[src/rtl/up_regmap_mux.sv]
// Up-bus fan-out/fan-in between up_axi and NUM_SLAVES register slaves, with
// independent read/write FSMs and a per-transaction ack watchdog.
// Optional: define UP_REGMAP_MUX_TIMEOUT_CNT_EN to add a timeout counter and last-timeout address.
module up_regmap_mux #(
  parameter int unsigned NUM_SLAVES     = 4,
  parameter int unsigned ADDR_WIDTH     = 14,
  parameter int unsigned TIMEOUT_CYCLES = 64,
  parameter logic [31:0] TIMEOUT_RDATA  = 32'hDEADDEAD
) (
  input  logic                     up_clk,
  input  logic                     up_rst,
  input  logic                     up_wreq,
  input  logic [ADDR_WIDTH-1:0]    up_waddr,
  input  logic [31:0]              up_wdata,
  output logic                     up_wack,
  output logic                     up_werr,
  input  logic                     up_rreq,
  input  logic [ADDR_WIDTH-1:0]    up_raddr,
  output logic [31:0]              up_rdata,
  output logic                     up_rack,
  output logic                     up_rerr,
  output logic                     s_wreq,
  output logic [ADDR_WIDTH-1:0]    s_waddr,
  output logic [31:0]              s_wdata,
  input  logic [NUM_SLAVES-1:0]    s_wack,
  output logic                     s_rreq,
  output logic [ADDR_WIDTH-1:0]    s_raddr,
  input  logic [NUM_SLAVES*32-1:0] s_rdata,
  input  logic [NUM_SLAVES-1:0]    s_rack,
  output logic [1:0]               dbg_state_o
`ifdef UP_REGMAP_MUX_TIMEOUT_CNT_EN
  ,
  output logic [15:0]              up_timeout_count,
  output logic [ADDR_WIDTH-1:0]    up_timeout_addr
`endif
);

  // Handshake: every *req is a one-cycle pulse; each accepted request gets
  // exactly one *ack pulse (with *err on timeout) unless reset intervenes.
  localparam int unsigned TW = $clog2(TIMEOUT_CYCLES);
  localparam logic [TW-1:0] T_LAST = TW'(TIMEOUT_CYCLES - 1);

  typedef enum logic {W_IDLE = 1'b0, W_WAIT = 1'b1} w_state_e;
  typedef enum logic {R_IDLE = 1'b0, R_WAIT = 1'b1} r_state_e;

  w_state_e                w_state_q, w_state_d;
  r_state_e                r_state_q, r_state_d;
  logic [TW-1:0]           wtimer_q, wtimer_d, rtimer_q, rtimer_d;
  logic                    s_wreq_q, s_wreq_d, s_rreq_q, s_rreq_d;
  logic [ADDR_WIDTH-1:0]   s_waddr_q, s_waddr_d, s_raddr_q, s_raddr_d;
  logic [31:0]             s_wdata_q, s_wdata_d;
  logic                    up_wack_q, up_wack_d, up_werr_q, up_werr_d;
  logic                    up_rack_q, up_rack_d, up_rerr_q, up_rerr_d;
  logic [31:0]             up_rdata_q, up_rdata_d;
  logic [31:0]             rdata_or;

  // Each slave's data only contributes while that slave acks.
  always_comb begin
    rdata_or = '0;
    for (int k = 0; k < NUM_SLAVES; k++) begin
      rdata_or = rdata_or | (s_rdata[32*k +: 32] & {32{s_rack[k]}});
    end
  end

  always_comb begin
    w_state_d = w_state_q;
    wtimer_d  = wtimer_q;
    s_wreq_d  = 1'b0;
    s_waddr_d = s_waddr_q;
    s_wdata_d = s_wdata_q;
    up_wack_d = 1'b0;
    up_werr_d = 1'b0;
    case (w_state_q)
      W_IDLE: if (up_wreq) begin
        s_wreq_d  = 1'b1;
        s_waddr_d = up_waddr;
        s_wdata_d = up_wdata;
        wtimer_d  = '0;
        w_state_d = W_WAIT;
      end
      W_WAIT: if (|s_wack) begin
        up_wack_d = 1'b1;
        w_state_d = W_IDLE;
      end else if (wtimer_q == T_LAST) begin
        up_wack_d = 1'b1;
        up_werr_d = 1'b1;
        w_state_d = W_IDLE;
      end else begin
        wtimer_d = wtimer_q + TW'(1);
      end
      default: w_state_d = W_IDLE;
    endcase
  end

  always_comb begin
    r_state_d  = r_state_q;
    rtimer_d   = rtimer_q;
    s_rreq_d   = 1'b0;
    s_raddr_d  = s_raddr_q;
    up_rack_d  = 1'b0;
    up_rerr_d  = 1'b0;
    up_rdata_d = '0;
    case (r_state_q)
      R_IDLE: if (up_rreq) begin
        s_rreq_d  = 1'b1;
        s_raddr_d = up_raddr;
        rtimer_d  = '0;
        r_state_d = R_WAIT;
      end
      R_WAIT: if (|s_rack) begin
        up_rack_d  = 1'b1;
        up_rdata_d = rdata_or;
        r_state_d  = R_IDLE;
      end else if (rtimer_q == T_LAST) begin
        up_rack_d  = 1'b1;
        up_rerr_d  = 1'b1;
        up_rdata_d = TIMEOUT_RDATA;
        r_state_d  = R_IDLE;
      end else begin
        rtimer_d = rtimer_q + TW'(1);
      end
      default: r_state_d = R_IDLE;
    endcase
  end

  always_ff @(posedge up_clk) begin
    if (up_rst) begin
      w_state_q  <= W_IDLE;
      r_state_q  <= R_IDLE;
      wtimer_q   <= '0;
      rtimer_q   <= '0;
      s_wreq_q   <= 1'b0;
      s_rreq_q   <= 1'b0;
      s_waddr_q  <= '0;
      s_raddr_q  <= '0;
      s_wdata_q  <= '0;
      up_wack_q  <= 1'b0;
      up_werr_q  <= 1'b0;
      up_rack_q  <= 1'b0;
      up_rerr_q  <= 1'b0;
      up_rdata_q <= '0;
    end else begin
      w_state_q  <= w_state_d;
      r_state_q  <= r_state_d;
      wtimer_q   <= wtimer_d;
      rtimer_q   <= rtimer_d;
      s_wreq_q   <= s_wreq_d;
      s_rreq_q   <= s_rreq_d;
      s_waddr_q  <= s_waddr_d;
      s_raddr_q  <= s_raddr_d;
      s_wdata_q  <= s_wdata_d;
      up_wack_q  <= up_wack_d;
      up_werr_q  <= up_werr_d;
      up_rack_q  <= up_rack_d;
      up_rerr_q  <= up_rerr_d;
      up_rdata_q <= up_rdata_d;
    end
  end

  assign s_wreq      = s_wreq_q;
  assign s_waddr     = s_waddr_q;
  assign s_wdata     = s_wdata_q;
  assign s_rreq      = s_rreq_q;
  assign s_raddr     = s_raddr_q;
  assign up_wack     = up_wack_q;
  assign up_werr     = up_werr_q;
  assign up_rack     = up_rack_q;
  assign up_rerr     = up_rerr_q;
  assign up_rdata    = up_rdata_q;
  assign dbg_state_o = {r_state_q, w_state_q};

`ifdef UP_REGMAP_MUX_TIMEOUT_CNT_EN
  logic                  w_timeout, r_timeout;
  logic [15:0]           timeout_cnt_q, timeout_cnt_d;
  logic [ADDR_WIDTH-1:0] timeout_addr_q, timeout_addr_d;
  logic [16:0]           cnt_sum;

  assign w_timeout = (w_state_q == W_WAIT) && !(|s_wack) && (wtimer_q == T_LAST);
  assign r_timeout = (r_state_q == R_WAIT) && !(|s_rack) && (rtimer_q == T_LAST);

  // Write address wins when both directions time out together.
  always_comb begin
    cnt_sum        = {1'b0, timeout_cnt_q} + 17'(w_timeout) + 17'(r_timeout);
    timeout_cnt_d  = cnt_sum[16] ? 16'hFFFF : cnt_sum[15:0];
    timeout_addr_d = timeout_addr_q;
    if (w_timeout) begin
      timeout_addr_d = s_waddr_q;
    end else if (r_timeout) begin
      timeout_addr_d = s_raddr_q;
    end
  end

  always_ff @(posedge up_clk) begin
    if (up_rst) begin
      timeout_cnt_q  <= '0;
      timeout_addr_q <= '0;
    end else begin
      timeout_cnt_q  <= timeout_cnt_d;
      timeout_addr_q <= timeout_addr_d;
    end
  end

  assign up_timeout_count = timeout_cnt_q;
  assign up_timeout_addr  = timeout_addr_q;
`endif

endmodule

[config.mk]
export PLATFORM = sky130hd
export DESIGN_NAME = up_regmap_mux
export DESIGN_NICKNAME = d
export VERILOG_FILES = /design/src/rtl/up_regmap_mux.sv
export SDC_FILE = /design/constraint.sdc
export NUM_CORES = 1
export LEC_CHECK = 0
export BUFFER_PORTS_ARGS = -buffer_cell sky130_fd_sc_hd__buf_2
export CELL_PAD_IN_SITES_DETAIL_PLACEMENT = 0
export CELL_PAD_IN_SITES_GLOBAL_PLACEMENT = 1
export CORE_MARGIN = 3
export CORE_UTILIZATION = 28
export DETAILED_ROUTE_END_ITERATION = 10
export HOLD_SLACK_MARGIN = 0.03
export PLACE_DENSITY = 0.76
export SETUP_SLACK_MARGIN = 0.4
export SLEW_MARGIN = 30
export SYNTH_ARGS = -nofsm -noshare
export SYNTH_HDL_FRONTEND = slang
export SYNTH_SLANG_ARGS = --single-unit
[constraint.sdc]
create_clock -name up_clk -period 1.7 [get_ports up_clk]
set_input_delay 0 -clock up_clk [delete_from_list [all_inputs] [get_ports up_clk]]
set_output_delay 0 -clock up_clk [all_outputs]
set_load 0.02 [all_outputs]
==> impl_metrics.env, run 1 <==
export IMPL_netlist_area_mm2=0.00431
export IMPL_run_status="did not finish"
export IMPL_port_buffers=299
export IMPL_ys_warn_count=0
export IMPL_stop_stage="clock tree synthesis"
export IMPL_dieHeight_um=130
export IMPL_cts_setup_buffers=7
export IMPL_tool_error="[ERROR RSZ-0060] Max buffer count reached."
export IMPL_die_w_um=130
export IMPL_holdBufCountCts=192
export IMPL_num_rows=44
export IMPL_ys_seq_elements=112
export IMPL_pin_count=300
export IMPL_cts_buffers=9
export IMPL_clockRootBuffer="clkbuf_16"
export IMPL_cts_sinks=112
export IMPL_ys_seq_area_frac=0.521
export IMPL_syn_nets=682
export IMPL_detailedPlacementHpwl_um=11500
export IMPL_start_util=0.291
export IMPL_ctsResizeCount=11
export IMPL_cts_buffer_depth=2
export IMPL_synth_cell_types=44
export IMPL_htree_levels=3
export IMPL_synth_cells=480
export IMPL_gp_congestion=0.826
export IMPL_postSynthAreaPerCell_um2=8.97
-- logic make-up after synthesis --
group                    after synthesis  synth area share
flip-flops                           112             0.521
multiplexers                           2           0.00494
AO/OA/AOI/OAI                        177             0.271
adder cells (fa/ha/maj)                2           0.00581
AND/OR/NAND/NOR                      138             0.146
XOR/XNOR                               1           0.00203
buffers and inverters                 48            0.0500
-- synthesized netlist by cell type, drive strengths merged --
master  instances  area, um^2
dfxtp         112        2240
nand2          99         372
a21oi          85         437
a22oi          42         315
clkbuf         35         131
a221oi         22         193
a22o           14         123
buf             9        68.8
nand3           6        30.0
nor2            6        22.5
inv             4        15.0
nand2b          4        25.0
nor4            4        46.3
a31oi           3        18.8
and3            3        18.8
nor2b           3        18.8
o21ai           3        15.0
a31o            2        17.5
ha              2        25.0
nand4           2        12.5
nor3            2        10.0
nor3b           2        15.0
o31ai           2        15.0
or3             2        12.5
a21o            1        7.51
a41oi           1        8.76
and4            1        8.76
and4b           1        10.0
mux2            1        11.3
mux2i           1        10.0
nand4b          1        8.76
o211ai          1        7.51
o41ai           1        8.76
or2             1        6.26
or4             1        11.3
xnor2           1        8.76
-- metrics by stage --
step / hold WS [ns] / std cells / utilization / setup slack, ns / area, um^2
3_5_place_dp: 0.218 / 932 / 0.410 / 0.0696 / 6070
3_3_place_gp: 0.209 / 932 / 0.410 / 0.0905 / 6070
2_1_floorplan: 0.126 / 480 / - / 0.227 / 4440
==> inputs of run 2 (changes only) <==
CELL_PAD_IN_SITES_DETAIL_PLACEMENT = unset   (was 0)
CELL_PAD_IN_SITES_GLOBAL_PLACEMENT = unset   (was 1)
CORE_UTILIZATION = 25   (was 28)
HOLD_SLACK_MARGIN = unset   (was 0.03)
PLACE_DENSITY = unset   (was 0.76)
PLACE_DENSITY_LB_ADDON = 0.15   (was unset)
SETUP_SLACK_MARGIN = unset   (was 0.4)
==> impl_metrics.env, run 2 <==
export IMPL_diodes=0
export IMPL_htree_levels=3
export IMPL_ys_warn_count=0
export IMPL_worstSkewPairLatency_ns=0.35
export IMPL_min_path_cells=3
export IMPL_final_common_cell="buf_2"
export IMPL_final_cell_mix="299 x buf_2, 190 x dlygate4sd3_1, 112 x dfxtp_1, 99 x nand2_1, 84 x a21oi_1"
export IMPL_vias_per_cell=4.75
export IMPL_power_switching_share=0.251
export IMPL_die_area_mm2=0.0188
export IMPL_drc_errors=0
export IMPL_gp_congestion=0.791
export IMPL_start_util=0.258
export IMPL_clock_skew_ns=0.00833
export IMPL_ys_seq_elements=112
export IMPL_cts_sinks=112
export IMPL_clk_pin_slew_ns=0.07
export IMPL_yosysTopAreaCell="dfxtp_1"
export IMPL_slew_violations=0
export IMPL_gr_total_overflow=0
export IMPL_placed_area_mm2=0.00604
export IMPL_final_cell_area_mm2=0.00829
export IMPL_end_kind="register"
export IMPL_tns_ns=0
export IMPL_cts_buffers=9
export IMPL_dieHeight_um=137
export IMPL_crit_family="buffers and inverters"
export IMPL_yosys_cell_count_top_type="dfxtp_1"
export IMPL_detailedPlacementHpwl_um=11600
export IMPL_max_cap_violations=0
export IMPL_run_status="completed"
export IMPL_fin_crit_ns=1.62
export IMPL_p_int_w=0.00495
export IMPL_min_period_over_period=0.951
export IMPL_worstRegToRegCells=6
export IMPL_critPathRequiredTime_ns=1.98
export IMPL_tightest_slew_ns=0.397
export IMPL_synth_cells=480
export IMPL_cts_setup_buffers=0
export IMPL_num_rows=47
export IMPL_first_global_vias=5652
export IMPL_fmax_mhz=618
export IMPL_worstPathArrival_ns=1.90
export IMPL_synth_async_reset_ratio=0
export IMPL_rsz0062_at_grt="no"
export IMPL_synth_edf_count=0
export IMPL_fill_cells=1545
export IMPL_synth_cell_types=44
export IMPL_die_w_um=137
export IMPL_netlist_top_cells_count="112 x dfxtp_1, 99 x nand2_1, 84 x a21oi_1, 42 x a22oi_1, 35 x clkbuf_1"
export IMPL_clockPowerShare=0.367
export IMPL_r2r_end="wtimer_q[3]"
export IMPL_postSynthAreaPerCell_um2=8.97
export IMPL_netlist_area_mm2=0.00431
export IMPL_crit_buf_inv=4
export IMPL_antenna_found_initial=0
export IMPL_area_growth_pct=92.6
export IMPL_pin_count=300
export IMPL_reg2reg_setup_slack_ns=0.16
export IMPL_ys_seq_area_frac=0.521
export IMPL_hold_path_end="up_rerr"
export IMPL_powerDensity_mw_per_mm2=796
export IMPL_path_cells="buf_2 > buf_4 > nor4_2 > buf_4 > a221oi_1 > dlygate4sd3_1 > a21oi_1"
export IMPL_wl_per_cell_um=14.9
export IMPL_netlist_top_cells_area="dfxtp_1 52%, a21oi_1 9.8%, nand2_1 8.6%, a22oi_1 7.3%, a221oi_1 4.5%"
export IMPL_slew_headroom=0.735
export IMPL_p_leak_nw=3.86
export IMPL_grt_pass1_wl_um=26400
export IMPL_setup_viol=0
export IMPL_hold_viol_final=0
export IMPL_syn_nets=682
export IMPL_cts_tree="yes"
export IMPL_core_area_mm2=0.0167
export IMPL_cp_max_fo=33
export IMPL_p_sw_w=0.00166
export IMPL_slowest_delay_ns=0.60
export IMPL_grt_usage=0.175
export IMPL_hold_ws_ns=0.0438
export IMPL_grt_max_degree=47
export IMPL_dpl_cell_count=970
export IMPL_totalWireLength_um=17500
export IMPL_hp_class="primary input to register"
export IMPL_detailedRoute_firstPassIterationCount=5
export IMPL_cts_buffer_depth=2
export IMPL_total_power_w=0.00660
export IMPL_drive_above_1_share=0.356
export IMPL_yosysTopAreaCellShare=0.521
export IMPL_final_nets=1153
export IMPL_cpMostUsedCell="buf_4"
export IMPL_clockRootBuffer="clkbuf_16"
export IMPL_drt_iter0_drc=208
export IMPL_path_class="primary input to register"
export IMPL_stdcell_count=1176
export IMPL_route_vias_total=5590
export IMPL_combPwrFrac=0.208
export IMPL_rr_startpoint="wtimer_q[0]"
export IMPL_port_buffers=299
export IMPL_synthFlopType="dfxtp_1"
export IMPL_cp_start_kind="primary input"
export IMPL_ant_nets=0
export IMPL_ir_worst_vdd_v=0.000443
export IMPL_hp_start="s_rack[2]"
export IMPL_seqPwrFrac=0.425
export IMPL_cpMaxStageDelayCell="dlygate4sd3_1"
==> run 2: cell counts after synthesis <==
Identical to the previous run, type by type.
==> run 2: metal layers <==
layer	wire, um	GRT usage	share of wire
met3	1170	0.0526	0.067
met1	6560	0.181	0.37
met5	0	0	0
met4	516	0.0759	0.029
met2	9280	0.326	0.53
==> run 2: how the worst max path moves through the flow <==
stage | startpoint | slack [ns] | depth (start not counted) | to
6_report | s_rack[0] | 0.08 | 7 | up_rdata[26]
5_1_grt | rtimer_q[0] | 0.003 | 6 | up_rdata[11]
3_5_place_dp | rtimer_q[0] | 0.07 | 6 | up_rdata[19]
2_1_floorplan | wtimer_q[0] | 0.16 | 5 | wtimer_q[5]
3_3_place_gp | rtimer_q[0] | 0.14 | 6 | up_rdata[11]
4_1_cts | rtimer_q[0] | 0.07 | 6 | up_rdata[19]
==> run 2: timing repair <==
item,CTS,global route
hold endpoints to repair,95,0
resized for setup,0,2
setup endpoints to repair,0,22
hold buffers,190,0
==> run 2: worst reg2reg max path, stage by stage, from the launching register on <==
cell	delay, ns
dfxtp_1	0.35
ha_1	0.24
nand3_1	0.10
o211ai_1	0.11
buf_4	0.20
or3_1	0.35
a21oi_1	0.14
==> run 2: layout make-up <==
| class | instances | area, um^2 | share of cell area |
|---|---|---|---|
| timing repair buffer | 504 | 3550 | 0.428 |
| sequential | 112 | 2240 | 0.270 |
| multi-input combinational | 320 | 1870 | 0.225 |
| tap | 220 | 275 | 0.0332 |
| clock buffer | 10 | 229 | 0.0276 |
| clock inverter | 6 | 115 | 0.0139 |
| inverter | 4 | 15.0 | 0.00181 |
==> run 2: power by group through the flow <==
stage	Clock (W)	Combinational (W)	Sequential [W]
global placement	0	0.000942	0.00287
finish	0.00242	0.00137	0.00281
detailed placement	0	0.000956	0.00287
global route	0.00262	0.00148	0.00283
floorplan	0	0.000347	0.00301
CTS	0.00252	0.00135	0.00281
==> run 2: kinds of logic after synthesis <==
logic type,count (synthesis),share of synthesized area
adder cells (fa/ha/maj),2,0.00581
multiplexers,2,0.00494
XOR/XNOR,1,0.00203
AO/OA/AOI/OAI,177,0.271
buffers and inverters,48,0.0500
flip-flops,112,0.521
AND/OR/NAND/NOR,138,0.146
==> run 2: stage by stage <==
step,utilization,setup slack (ns)
2_1_floorplan,-,0.162
3_3_place_gp,0.362,0.137
3_5_place_dp,0.362,0.0728
4_1_cts,0.496,0.0735
5_1_grt,0.497,0.00281
6_report,0.497,0.0829
No activity file was read; power rests on OpenSTA's default activity.
==> inputs of run 3 (changes only) <==
CAP_MARGIN = 40   (was unset)
CELL_PAD_IN_SITES_DETAIL_PLACEMENT = 0   (was unset)
CELL_PAD_IN_SITES_GLOBAL_PLACEMENT = 2   (was unset)
CORE_UTILIZATION = 21   (was 25)
==> impl_metrics.env, run 3 (synthesis results as in run 2) <==
export IMPL_pre_cts_slack_ns=0.0866
export IMPL_seqPwrFrac=0.431
export IMPL_die_area_mm2=0.0223
export IMPL_cts_setup_buffers=0
export IMPL_gp_congestion=0.768
export IMPL_p_sw_w=0.00167
export IMPL_port_buffers=299
export IMPL_path_class="register to register"
export IMPL_vias_per_cell=4.45
export IMPL_grt_usage=0.156
export IMPL_worstSkewPairLatency_ns=0.35
export IMPL_min_period_over_period=0.912
export IMPL_drt_iter0_drc=170
export IMPL_power_switching_share=0.257
export IMPL_final_cell_mix="299 x buf_2, 188 x dlygate4sd3_1, 112 x dfxtp_1, 99 x nand2_1, 84 x a21oi_1"
export IMPL_drive_above_1_share=0.359
export IMPL_fmax_mhz=645
export IMPL_run_status="completed"
export IMPL_hp_class="primary input to register"
export IMPL_fin_ws_ns=0.150
export IMPL_htree_levels=3
export IMPL_detailedPlacementHpwl_um=12600
export IMPL_tns_ns=0
export IMPL_ant_nets=0
export IMPL_gr_total_overflow=0
export IMPL_antenna_found_initial=1
export IMPL_clk_pin_slew_ns=0.07
export IMPL_fill_cells=2010
export IMPL_slew_headroom=0.719
export IMPL_totalWireLength_um=18200
export IMPL_start_util=0.218
export IMPL_final_cell_area_mm2=0.00836
export IMPL_cts_sinks=112
export IMPL_detailedRoute_firstPassIterationCount=4
export IMPL_clockPowerShare=0.357
export IMPL_dieHeight_um=149
export IMPL_ir_worst_vdd_v=0.000417
export IMPL_rsz0062_at_grt="no"
export IMPL_register_area_mm2=0.00224
export IMPL_total_power_w=0.00651
export IMPL_stdcell_count=1222
export IMPL_first_global_vias=5667
export IMPL_cp_start_kind="register"
export IMPL_powerDensity_mw_per_mm2=779
export IMPL_drc_errors=0
export IMPL_max_cap_violations=0
export IMPL_p_leak_nw=3.87
export IMPL_end_kind="register"
export IMPL_final_common_cell="buf_2"
export IMPL_hold_viol_final=0
export IMPL_pin_count=300
export IMPL_cts_buffer_depth=2
export IMPL_wl_per_cell_um=14.9
export IMPL_fin_crit_ns=1.55
export IMPL_cts_tree="yes"
export IMPL_grt_pass1_wl_um=27900
export IMPL_slew_violations=0
export IMPL_clockRootBuffer="clkbuf_16"
export IMPL_tightest_slew_ns=0.421
export IMPL_multi_input_area_mm2=0.00188
export IMPL_num_rows=51
export IMPL_cp_max_fo=23
export IMPL_area_growth_pct=94.0
export IMPL_worstPathArrival_ns=1.82
export IMPL_dpl_cell_count=1017
export IMPL_die_w_um=149
export IMPL_clock_skew_ns=0.00531
export IMPL_setup_viol=0
export IMPL_placed_area_mm2=0.00613
export IMPL_grt_max_degree=46
export IMPL_final_nets=1153
export IMPL_critPathRequiredTime_ns=1.97
export IMPL_route_vias_total=5438
export IMPL_core_area_mm2=0.0198
export IMPL_cts_buffers=9
export IMPL_combPwrFrac=0.211
export IMPL_p_int_w=0.00484
run 3: per-layer routing:
metal | vias up | global-route usage | part of all wire
met5 | - | 0 | 0
met4 | 0 | 0.0609 | 0.030
met3 | 36 | 0.0337 | 0.061
met2 | 205 | 0.285 | 0.51
met1 | 2522 | 0.175 | 0.40
li1 | 2675 | - | -
run 3: area by class of cell:
cell class	count	share of cell area
diodes	1	0.000299
clock buffers	10	0.0286
clock inverters	6	0.0108
inverters	4	0.00180
multi-input cells	320	0.225
flip-flops and latches	112	0.268
well taps	265	0.0397
repair buffers	504	0.426
run 3: final timing paths:
kind	depth (start not counted)	startpoint	endpoint	slack [ns]
worst max-delay path	6	rtimer_q[0]	up_rdata[10]	0.15
worst min-delay path	3	up_rreq	rtimer_q[0]	0.03
worst max register to register	6	rtimer_q[0]	up_rdata[10]	0.15
worst min register to register	2	s_wdata[4]	s_wdata[4]	0.45
run 3: power by group through the flow:
stage | Clock [W] | Sequential, W | Combinational, W
finish | 0.00233 | 0.00281 | 0.00138
global placement | 0 | 0.00287 | 0.000971
global route | 0.00254 | 0.00283 | 0.00149
CTS | 0.00245 | 0.00281 | 0.00138
floorplan | 0 | 0.00301 | 0.000347
detailed placement | 0 | 0.00287 | 0.000978
run 3: repair_timing:
item | in CTS | in global routing
setup endpoints to repair | 0 | 21
endpoints found under the hold margin | 92 | 0
hold buffers | 188 | 0
gates resized for setup | 0 | 4
run 3: worst max-delay path, cell delays in order, from the launching register on:
cell      delay [ns]
dfxtp_1         0.38
ha_1            0.20
and4_4          0.28
a21oi_4         0.08
nand2b_1        0.21
buf_12          0.18
a21oi_1         0.14
run 3: metrics by stage:
step / util / hold WS [ns]
detailed placement: 0.310 / 0.216
CTS: 0.422 / 0.00749
floorplan: - / 0.126
finish: 0.422 / 0.0279
global route: 0.422 / 0.0350
global placement: 0.310 / 0.210
==> inputs of run 4 (changes only) <==
CORE_UTILIZATION = 22   (was 21)
CTS_BUF_LIST = sky130_fd_sc_hd__clkbuf_8   (was unset)
==> impl_metrics.env, run 4 (synthesis results as in run 2) <==
export IMPL_run_status="completed"
export IMPL_cp_start_kind="primary input"
export IMPL_hold_viol_final=0
export IMPL_port_buffers=299
export IMPL_powerDensity_mw_per_mm2=727
export IMPL_setup_viol=0
export IMPL_grt_pass1_wl_um=29200
export IMPL_hp_class="primary input to register"
export IMPL_drc_errors=0
export IMPL_die_w_um=146
export IMPL_slew_violations=0
export IMPL_cpMaxStageDelayCell="or4_4"
export IMPL_ant_nets=0
export IMPL_dpl_cell_count=1013
export IMPL_slew_headroom=0.727
export IMPL_totalWireLength_um=18500
export IMPL_cts_buffers=9
export IMPL_min_period_over_period=0.946
export IMPL_clock_skew_ns=0.00521
export IMPL_detailedRoute_firstPassIterationCount=4
export IMPL_path_class="primary input to register"
export IMPL_tns_ns=0
export IMPL_rsz0062_at_grt="no"
export IMPL_cts_setup_buffers=0
export IMPL_gp_congestion=0.806
export IMPL_first_global_vias=5665
export IMPL_fin_util=0.438
export IMPL_hp_start="s_rack[2]"
export IMPL_end_kind="register"
export IMPL_clk_pin_slew_ns=0.11
export IMPL_gr_total_overflow=0
export IMPL_grt_max_degree=47
export IMPL_cts_sinks=112
export IMPL_antenna_found_initial=2
export IMPL_worstRegToRegCells=6
export IMPL_final_cell_mix="299 x buf_2, 194 x dlygate4sd3_1, 111 x dfxtp_1, 99 x nand2_1, 84 x a21oi_1"
export IMPL_final_nets=1160
export IMPL_reg2reg_setup_slack_ns=0.10
export IMPL_min_path_cells=3
export IMPL_final_common_cell="buf_2"
export IMPL_vias_per_cell=4.48
export IMPL_path_cells="buf_2 > dlygate4sd3_1 > or4_4 > a21oi_4 > nand2b_1 > buf_12 > a21oi_1"
export IMPL_worstSkewPairLatency_ns=0.38
export IMPL_worstPathArrival_ns=1.88
export IMPL_max_cap_violations=0
export IMPL_fill_cells=1926
export IMPL_fin_crit_ns=1.61
export IMPL_route_vias_total=5482
export IMPL_clockRootBuffer="clkbuf_8"
export IMPL_critPathRequiredTime_ns=1.98
export IMPL_r2r_end="up_rdata[26]"
export IMPL_grt_usage=0.168
export IMPL_p_leak_nw=3.85
export IMPL_slowest_delay_ns=0.57
export IMPL_num_rows=50
export IMPL_drt_iter0_drc=192
export IMPL_cts_tree="yes"
export IMPL_wl_per_cell_um=15.1
export IMPL_start_util=0.227
export IMPL_htree_levels=3
export IMPL_tightest_slew_ns=0.410
export IMPL_cts_buffer_depth=2
export IMPL_rr_startpoint="rtimer_q[0]"
export IMPL_detailedPlacementHpwl_um=12800
export IMPL_area_growth_pct=93.0
export IMPL_drive_above_1_share=0.357
export IMPL_ir_worst_vdd_v=0.000391
export IMPL_critPathLaunch="s_rack[3]"
export IMPL_pin_count=300
export IMPL_die_area_mm2=0.0213
export IMPL_hold_ws_ns=0.0432
export IMPL_dieHeight_um=146
export IMPL_hold_path_end="up_rerr"
export IMPL_core_area_mm2=0.0190
export IMPL_fmax_mhz=622
export IMPL_stdcell_count=1225
export IMPL_cp_max_fo=23
## run 4: cell count changes in the layout (fill, tap and decap cells not counted), sizes merged
cell | before | now
clkinv | 2 | 1
diode | 1 | 2
dlygate4sd3 | 188 | 194
clkbuf | 10 | 11
buf | 316 | 317
## run 4: what timing repair did
action                     4_1_cts  5_1_grt
hold buffers                   194        0
setup endpoints to repair        0       18
hold endpoints to repair        99        0
resized for setup                0        4
## run 4: worst max-delay path by stage
stage,to,slack (ns),depth (start not counted)
3_3_place_gp,up_rdata[11],0.13,6
2_1_floorplan,wtimer_q[5],0.16,5
6_report,up_rdata[26],0.09,7
4_1_cts,up_rdata[15],0.07,6
3_5_place_dp,up_rdata[15],0.10,6
5_1_grt,up_rdata[3],0.02,7
## run 4: area by class of cell
| cell class | count | area (um^2) | area share |
|---|---|---|---|
| repair buffers | 511 | 3610 | 0.435 |
| flip-flops and latches | 112 | 2240 | 0.270 |
| multi-input cells | 320 | 1880 | 0.226 |
| well taps | 260 | 325 | 0.0391 |
| clock buffers | 11 | 151 | 0.0182 |
| clock inverters | 5 | 80.1 | 0.00964 |
| inverters | 4 | 15.0 | 0.00181 |
| diodes | 2 | 5.00 | 0.000602 |
## run 4: critical path: cells and delay by family
family	cells	cell delay [ns]
AND/OR/NAND/NOR	2	0.77
buffers and inverters	3	0.86
AO/OA/AOI/OAI	2	0.25
## run 4: layer usage
metal  part of all wire  global-route usage  wire (um)
met2               0.50               0.300       9240
met1               0.42               0.197       7760
met4              0.026              0.0579        476
met5                  0                   0          0
met3              0.055              0.0399       1020
## run 4: power by group
group,internal (W),total [W],switching (W),leakage (nW)
Clock,0.000909,0.00184,0.000927,0.117
Combinational,0.000760,0.00139,0.000632,2.82
Sequential,0.00275,0.00281,0.0000581,0.917
Total,0.00442,0.00604,0.00162,3.85
## run 4: per-stage QoR
stage                     power [W]  worst slack, ns  instance area, um^2
after global placement      0.00384            0.130                 6120
after global routing        0.00634           0.0249                 8310
after CTS                   0.00614           0.0748                 8290
after detailed placement    0.00385            0.103                 6120
final                       0.00604           0.0919                 8310
after floorplan             0.00336            0.162                 4310
